[src/rtl/clave_entry.sv]
// Keypad code-entry front end: debounced key events, BCD code collection, lockout.
// Optional duress code enabled by defining CLAVE_DURESS_EN.
module clave_entry #(
  parameter int DIGITS = 4,
  parameter logic [4*DIGITS-1:0] CODE = 16'h1234,
  parameter int CW = 31,
  parameter int DEB_LIMIT = 1_000_000,
  parameter int TIMEOUT_LIMIT = 250_000_000,
  parameter int MAX_FAIL = 3,
  parameter int LOCK_LIMIT = 1_500_000_000
`ifdef CLAVE_DURESS_EN
  ,
  parameter logic [4*DIGITS-1:0] DURESS_CODE = 16'h1235
`endif
) (
  input  logic       clk,
  input  logic       rst,
  input  logic       key_press,
  input  logic [3:0] key_code,
  output logic       clave,
  output logic       err_pulse,
  output logic       locked,
  output logic [3:0] digit_cnt,
  output logic       duress
);

  localparam int BW = 4 * DIGITS;
  localparam int FW = $clog2(MAX_FAIL + 1);

  typedef enum logic [2:0] {IDLE, ENTRY, CHECK, OPEN, LOCKED} state_t;

  logic [1:0]    sync_q;
  logic          deb_level;
  logic [CW-1:0] deb_cnt;
  logic          key_evt;
  logic [3:0]    key_val;

  state_t        state;
  logic [BW-1:0] code_buf;
  logic          bad;
  logic [FW-1:0] fail_cnt;
  logic [FW-1:0] fail_inc;
  logic [CW-1:0] tmo_cnt;
  logic [CW-1:0] lock_cnt;
  logic          is_digit;
  logic          code_ok;

  // Synchroniser and debouncer; an event fires only on a debounced rising edge
  always_ff @(posedge clk) begin
    if (rst) begin
      sync_q    <= '0;
      deb_level <= 1'b0;
      deb_cnt   <= '0;
      key_evt   <= 1'b0;
      key_val   <= '0;
    end else begin
      sync_q  <= {sync_q[0], key_press};
      key_evt <= 1'b0;
      if (sync_q[1] == deb_level) begin
        deb_cnt <= '0;
      end else if (deb_cnt >= CW'(DEB_LIMIT - 1)) begin
        deb_level <= sync_q[1];
        deb_cnt   <= '0;
        key_evt   <= sync_q[1];
        key_val   <= key_code;
      end else begin
        deb_cnt <= deb_cnt + 1'b1;
      end
    end
  end

  assign is_digit = (key_val <= 4'd9);
  assign fail_inc = (fail_cnt == FW'(MAX_FAIL)) ? fail_cnt : fail_cnt + 1'b1;
  assign code_ok  = (digit_cnt == 4'(DIGITS)) && !bad;

  always_ff @(posedge clk) begin
    if (rst) begin
      state     <= IDLE;
      code_buf  <= '0;
      digit_cnt <= '0;
      bad       <= 1'b0;
      fail_cnt  <= '0;
      tmo_cnt   <= '0;
      lock_cnt  <= '0;
      clave     <= 1'b0;
      err_pulse <= 1'b0;
      locked    <= 1'b0;
`ifdef CLAVE_DURESS_EN
      duress    <= 1'b0;
`endif
    end else begin
      err_pulse <= 1'b0;
      case (state)
        IDLE, ENTRY: begin
          // A key event always wins over a timeout expiring in the same cycle
          if (key_evt && is_digit) begin
            if (digit_cnt == 4'(DIGITS)) begin
              bad <= 1'b1;
            end else begin
              code_buf  <= (code_buf << 4) | BW'(key_val);
              digit_cnt <= digit_cnt + 1'b1;
            end
            tmo_cnt <= '0;
            state   <= ENTRY;
          end else if (key_evt && key_val == 4'hF) begin
            code_buf  <= '0;
            digit_cnt <= '0;
            bad       <= 1'b0;
            state     <= IDLE;
          end else if (key_evt && key_val == 4'hE) begin
            state <= CHECK;
          end else if (state == ENTRY) begin
            if (tmo_cnt >= CW'(TIMEOUT_LIMIT - 1)) begin
              code_buf  <= '0;
              digit_cnt <= '0;
              bad       <= 1'b0;
              tmo_cnt   <= '0;
              state     <= IDLE;
            end else begin
              tmo_cnt <= tmo_cnt + 1'b1;
            end
          end
        end
        CHECK: begin
          code_buf  <= '0;
          digit_cnt <= '0;
          bad       <= 1'b0;
          tmo_cnt   <= '0;
          if (code_ok && code_buf == CODE) begin
            clave    <= 1'b1;
            fail_cnt <= '0;
            state    <= OPEN;
`ifdef CLAVE_DURESS_EN
          end else if (code_ok && code_buf == DURESS_CODE) begin
            clave    <= 1'b1;
            duress   <= 1'b1;
            fail_cnt <= '0;
            state    <= OPEN;
`endif
          end else begin
            err_pulse <= 1'b1;
            fail_cnt  <= fail_inc;
            if (fail_inc == FW'(MAX_FAIL)) begin
              locked   <= 1'b1;
              lock_cnt <= '0;
              state    <= LOCKED;
            end else begin
              state <= IDLE;
            end
          end
        end
        OPEN: begin
          if (key_evt && key_val == 4'hA) begin
            clave <= 1'b0;
`ifdef CLAVE_DURESS_EN
            duress <= 1'b0;
`endif
            state <= IDLE;
          end
        end
        LOCKED: begin
          if (lock_cnt >= CW'(LOCK_LIMIT - 1)) begin
            locked   <= 1'b0;
            fail_cnt <= '0;
            lock_cnt <= '0;
            state    <= IDLE;
          end else begin
            lock_cnt <= lock_cnt + 1'b1;
          end
        end
        default: state <= IDLE;
      endcase
    end
  end

`ifndef CLAVE_DURESS_EN
  assign duress = 1'b0;
`endif

endmodule

[config.mk]
export PLATFORM = sky130hd
export DESIGN_NAME = clave_entry
export DESIGN_NICKNAME = d
export VERILOG_FILES = /design/src/rtl/clave_entry.sv
export SDC_FILE = /design/constraint.sdc
export NUM_CORES = 1
export LEC_CHECK = 0
export BUFFER_PORTS_ARGS = -buffer_cell sky130_fd_sc_hd__clkbuf_2
export CAP_MARGIN = 20
export CORE_MARGIN = 4
export CORE_UTILIZATION = 60
export CTS_BUF_LIST = sky130_fd_sc_hd__clkbuf_2
export DETAILED_ROUTE_END_ITERATION = 12
export PLACE_DENSITY = 0.77
export SLEW_MARGIN = 10
export SYNTH_ARGS = -nofsm -noshare
export SYNTH_HDL_FRONTEND = slang
export SYNTH_SLANG_ARGS = --single-unit
[constraint.sdc]
create_clock -name clk -period 3.2 [get_ports clk]
set_input_delay 0.32 -clock clk [delete_from_list [all_inputs] [get_ports clk]]
set_output_delay 0.32 -clock clk [all_outputs]
set_load 0.005 [all_outputs]
# Word level (Yosys, flattened, before mapping)
# Cells that the tools add are included.
[totals] reg_bits=130 inputBits=7 output_inout_bits=8 elab_cells=132
[classes] add_sub_neg=5 n_lt_le_gt_ge=4 n_eq_ne=27 mux=53 bitwise=4 reduce_logical=24
[ops] cell="$mux W31" n=8
[ops] cell="$pmux W31 S2" n=2
[ops] cell="$mux W16" n=6
[ops] cell="$add A31 B1 Y31 const B" n=3
[ops] cell="$pmux W16 S2" n=1
[ops] cell="$ge A31 B20 Y1 const B" n=1
[ops] cell="$ge A31 B28 Y1 const B" n=1
[ops] cell="$ge A31 B31 Y1 const B" n=1
[ops] cell="$mux W3" n=9
[ops] cell="$mux W4" n=6
[ops] cell="$eq A16 B13 Y1 const B" n=1
[ops] cell="$or A16 B4 Y16" n=1
[ops] cell="$ne A3 B3 Y1 const B" n=5
[ops] cell="$eq A4 B4 Y1 const B" n=3
[ops] cell="$mux W1" n=12
[ops] cell="$ne A4 B4 Y1 const B" n=3
[ops] cell="$pmux W3 S4" n=1
[ops] cell="$reduce_and A4 Y1" n=3
[ops] cell="$ne A2 B2 Y1 const B" n=5
[ops] cell="$ne A5 B5 Y1 const B" n=2
[ops] cell="$reduce_and A5 Y1" n=2
[ops] cell="$pmux W4 S2" n=1
[ops] cell="$eq A3 B2 Y1 const B" n=2
[ops] cell="$logic_and A1 B1 Y1" n=6
[ops] cell="19 further kinds" n=32

# Logic depth before layout (Yosys ltp)
[depth] word_depth=7 mapped_depth=10 mapped_depth_nobuf=8

# Least setup slack after synthesis
# OpenSTA, ideal clock, no wires.
[synth_timing] path_type="reg-to-reg" start="register tmo_cnt[7]" end="register digit_cnt[2]" setup_time_ns=0.117 arrival_ns=2.125 required_ns=3.083 setup_slack_ns=0.957 path_stages_with_launch=9 n_path_buf=2 period_less_slack_ns=2.243 cell_sequence="dfxtp_1 > or4_1 > or4_1 > o22ai_1 > o211a_1 > buf_6 > buf_6 > o21ai_2 > a32o_1"
[synth_via] elab_chain_len=3
[synth_rtl] element="start, declared" line="43" text="logic [CW-1:0] tmo_cnt;"
[synth_rtl] element="start signal, assigned" line="120" text="tmo_cnt <= tmo_cnt + 1'b1;"
[synth_rtl] element="$ge A31 B28 Y1" line="113" text="if (tmo_cnt >= CW'(TIMEOUT_LIMIT - 1)) begin"
[synth_rtl] element="$ne A4 B4 Y1 (no line)"
[synth_rtl] element="$reduce_and A5 Y1 (no line)"
[synth_rtl] element="end signal, assigned" line="101" text="digit_cnt <= digit_cnt + 1'b1;"
[synth_rtl] element="end, declared" line="23" text="output logic [3:0] digit_cnt,"
# Every way passes these cells.
# A chain may end at the register's enable or synchronous reset.

# Final worst setup path
# Ends and elaborated chain as after synthesis.

==> run summary <==
In this run the remaining antenna-violating nets after routing total 0. The element type at the critical path start is a flip-flop. The detailed router finished its first iteration with 373 violations.

The arrival time at the worst endpoint is about 3.1 ns. The clock passes through at most 2 buffers. In this design, the critical path's most frequently occurring cell is sky130_fd_sc_hd__or4_1. After clock tree synthesis, the clock-pin slew on the worst setup and hold paths is 0.19 ns. The switching share of power is 0.240. In this run the tightest slew margin relative to its limit is 0.457. The worst-case setup margin in the final layout came out at 0.636 ns. The portion of total power attributed to the clock network is 0.400. In this run the cell area of the synthesized design comes to between 0.006 and 0.007 mm². In the synthesized netlist the async set-or-reset flop fraction comes to 0. The count of final max-slew check failures came out at 0. Walking the worst path, the cells encountered are or4_1 -> or4_1 -> o22ai_1 -> o211a_1 -> buf_4 -> o21ai_2 -> a32o_1.

The H-tree depth came out at 4. The maximum number of pins on one net before global-route repair came out at 46. The layout net count came out at 735. The post-route met1 wirelength came out at 5550 µm. Max-cap violations in this run came to 0.

The kind of cell with the highest combined delay along the critical path is simple AND/OR/NAND/NOR gates. The count of cells in the finished layout, fillers not included, comes to 869. The ratio of final minimum period to clock period is 0.801. The buffer and inverter count on the worst path came out at 1.

The combinational share of power came out at 0.027. The number of search-and-repair iterations in the first detailed-routing pass came out at 6. The commonest cells after synthesis are sky130_fd_sc_hd__dfxtp_1 (130), sky130_fd_sc_hd__nor2_1 (104), sky130_fd_sc_hd__nand3_1 (49). The length of routed met3 wiring came out at 589 µm. The final-report setup violation count came out at 0. The switching power is 0.692 mW. The fraction of final layout cells with drive strength greater than 1 came out at 0.0870. Along the worst hold path, the cell count comes to 3. The total internal power came out at 2.19 mW.

For this configuration, the core starts out at a cell density of 0.618. The number of diodes is 0. Measured in cells, the most critical reg-to-reg path has a length of 7. The worst setup path is of the reg2reg kind. Counting every instance in the synthesized netlist gives 700. The initial antenna violation count came out at 0. The clock latency of the later-clocked register in the worst-skew pair came out at 0.67 ns. The area of the core is 0.00982 mm². Counting buffers and inverters, the worst setup path is 7 cells deep. The total of fill cells in the finished design is around 860. The synthesized area divided by synthesized cell count is ~8.7 µm².

The number of buffers inserted during clock tree synthesis came out at 17. Detailed placement finished with a half-perimeter wire length of 8360 µm. The slowest stage of the critical path is the sky130_fd_sc_hd__or4_1 cell. The routed length on met2 came out at 6050 µm. The global-route wire length before repair came out at 21800 µm. The number of ports placed on the die boundary is 15. The minimum hold slack came out at approximately 0.19 ns. The routed design has around 12000 µm of wire. After detailed routing, the average wire length per cell comes to 14.2 µm. The highest cell delay on the worst timing path came out at 0.52 ns.

Summing all multi-input logic gate instances after layout gives roughly 0.0033 mm². The number of synthesis warnings came out at 0. TritonCTS built the clock tree. The kind of end point of the critical path is a flip-flop. The width of the chip is 109 µm. Summed over all instances, the cell type with the most area after synthesis is sky130_fd_sc_hd__dfxtp_1. After detailed routing, the number of vias per cell comes to 5.88. The number of enable-type register cells in the synthesized netlist is 0. The all-layer global routing usage is 0.226. The number of global-route vias before repair is around 5000. The post-route minimum period is 2.56 ns. Of the post-synthesis cell area, the dominant cell type holds 0.429. The die is about 110 µm tall. The tree is rooted in a sky130_fd_sc_hd__clkbuf_2. Of the total power, registers draw 0.573. The worst endpoint required time is 3.78 ns. The post-cts gate resize count is 0. The number of buffers inserted for hold repair after clock tree synthesis came out at 5. The area of the die came out at around 0.012 mm². The final total negative setup slack is 0 ns. In this run, placement finished with an instance count of 832. The total overflow reported by the global router came out at 0. Summed over all cells, the static leakage comes to roughly 2.2 nW. The critical-path maximum fanout is 37. Setup repair after global routing left no endpoint under its margin.

The total number of vias came out at 5111. After detailed routing, no signal wire sits above met4. The row count is 36. The power density over the cells is 438 mW/mm². The proportion of synthesized chip area in sequential cells came out at 0.429. The number of clock sinks seen by CTS came out at 130. The maximum vdd drop came out at 389 µV. Compared with the post-synthesis result, the final layout area differs by 8.37%. The cell with the most instances after synthesis is sky130_fd_sc_hd__dfxtp_1. After synthesis, the cell types taking the most area are sky130_fd_sc_hd__dfxtp_1 (43%), sky130_fd_sc_hd__nor2_1 (6.4%), sky130_fd_sc_hd__xnor2_1 (5.8%). The distinct cell type count of the synthesized netlist is 63.

After detailed routing, the number of remaining DRC violations is 0. Among all flip-flop cells after synthesis, the most frequent one is sky130_fd_sc_hd__dfxtp_1. The final clock skew is a little under 0.03 ns. The final hold violation count came to 0. For the pin with the worst max-slew slack, the measured transition is 0.807 ns. The worst setup slack before clock tree synthesis is between 0.6 and 0.7 ns. The area taken by flip-flops and latches came out at 0.00260 mm². The register bit total from synthesis came out at 130. The number of buffers inserted to repair setup after CTS came out at 0. Timing would allow up to slightly below 400 MHz. The run finished with clean final reports. The congestion estimate from routability-driven global placement came to 0.853. In this run the worst hold path is classified as in2reg.

During placement, the flow inserted port buffers numbering 13.
## per-layer routing
layer | vias up | GRT usage
li1 | 2554 | -
met1 | 2436 | 0.284
met2 | 109 | 0.374
met3 | 12 | 0.0657
met4 | 0 | 0.0685
met5 | - | 0
## power groups by stage
stage | Sequential, mW | Clock (mW) | Combinational, mW
2_1_floorplan | 1.68 | 0 | 0.0551
3_3_place_gp | 1.68 | 0 | 0.0706
3_5_place_dp | 1.68 | 0 | 0.0727
4_1_cts | 1.65 | 1.18 | 0.0777
5_1_grt | 1.65 | 1.26 | 0.0879
6_report | 1.65 | 1.15 | 0.0783
## cell type report
type / instances / area share
Clock buffer: 17 / 0.0129
Clock inverter: 15 / 0.0312
Inverter: 13 / 0.00742
Multi-Input combinational cell: 535 / 0.501
Sequential cell: 130 / 0.396
Tap cell: 133 / 0.0253
Timing Repair Buffer: 26 / 0.0266
## sequential cells by signal, indices dropped and copies added, names as in the netlist
| signal | cells |
|---|---|
| locked | 1 |
| deb_level | 1 |
| err_pulse | 1 |
| tmo_cnt | 31 |
| lock_cnt | 31 |
| fail_cnt | 2 |
| code_buf | 16 |
| bad | 1 |
| state | 3 |
| sync_q | 2 |
| clave | 1 |
| deb_cnt | 31 |
| key_evt | 1 |
| digit_cnt | 4 |
| key_val | 4 |
## through the flow
step	area (µm²)	util	power [mW]
after floorplan	6110	-	1.73
after global placement	6230	0.635	1.75
after detailed placement	6230	0.635	1.75
after CTS	6570	0.669	2.91
after global routing	6570	0.669	3.00
final	6570	0.669	2.88
## logic make-up after synthesis
kind of cell               synth area share
xor gates and xnor gates             0.0967
AOI/OAI and AO/OA                     0.126
muxes                                0.0149
adders and majority gates            0.0103
buffers and inverters                0.0353
other                              0.000618
DFF                                   0.429
and+or+nand+nor                       0.287
## path summary, 6_finish.rpt
| check | from | slack [ns] | to |
|---|---|---|---|
| max | tmo_cnt[7]$_SDFFE_PP0P_ | 0.64 | digit_cnt[2]$_SDFFE_PP0P_ |
| min | rst | 0.19 | key_val[3]$_SDFFE_PP0P_ |
| max reg2reg | tmo_cnt[7]$_SDFFE_PP0P_ | 0.64 | digit_cnt[2]$_SDFFE_PP0P_ |
| min reg2reg | deb_cnt[0]$_SDFF_PP0_ | 0.46 | deb_cnt[0]$_SDFF_PP0_ |
## worst min-delay path: stages
cell	delay, ns
sky130_fd_sc_hd__clkbuf_2	0.09
sky130_fd_sc_hd__buf_4	0.27
sky130_fd_sc_hd__nor2_1	0.14
## placed cells by master (no fill, tap or decap), drive strengths merged, types with 7 or more instances in the layout
cell,synthesis,routed
dfxtp,130,130
nor2,104,104
nand3,49,49
nand2,47,47
xnor2,40,40
clkbuf,22,30
xor2,27,27
nand4,26,26
a21oi,26,26
a211oi,19,19
nand2b,18,18
inv,13,17
and3,13,13
a2111oi,13,13
conb,1,12
nor4,12,12
and2,10,10
o21ai,10,10
mux2i,9,9
nor3,8,8
buf,11,8
and4,7,7
Power figures use the tool's default switching activity.
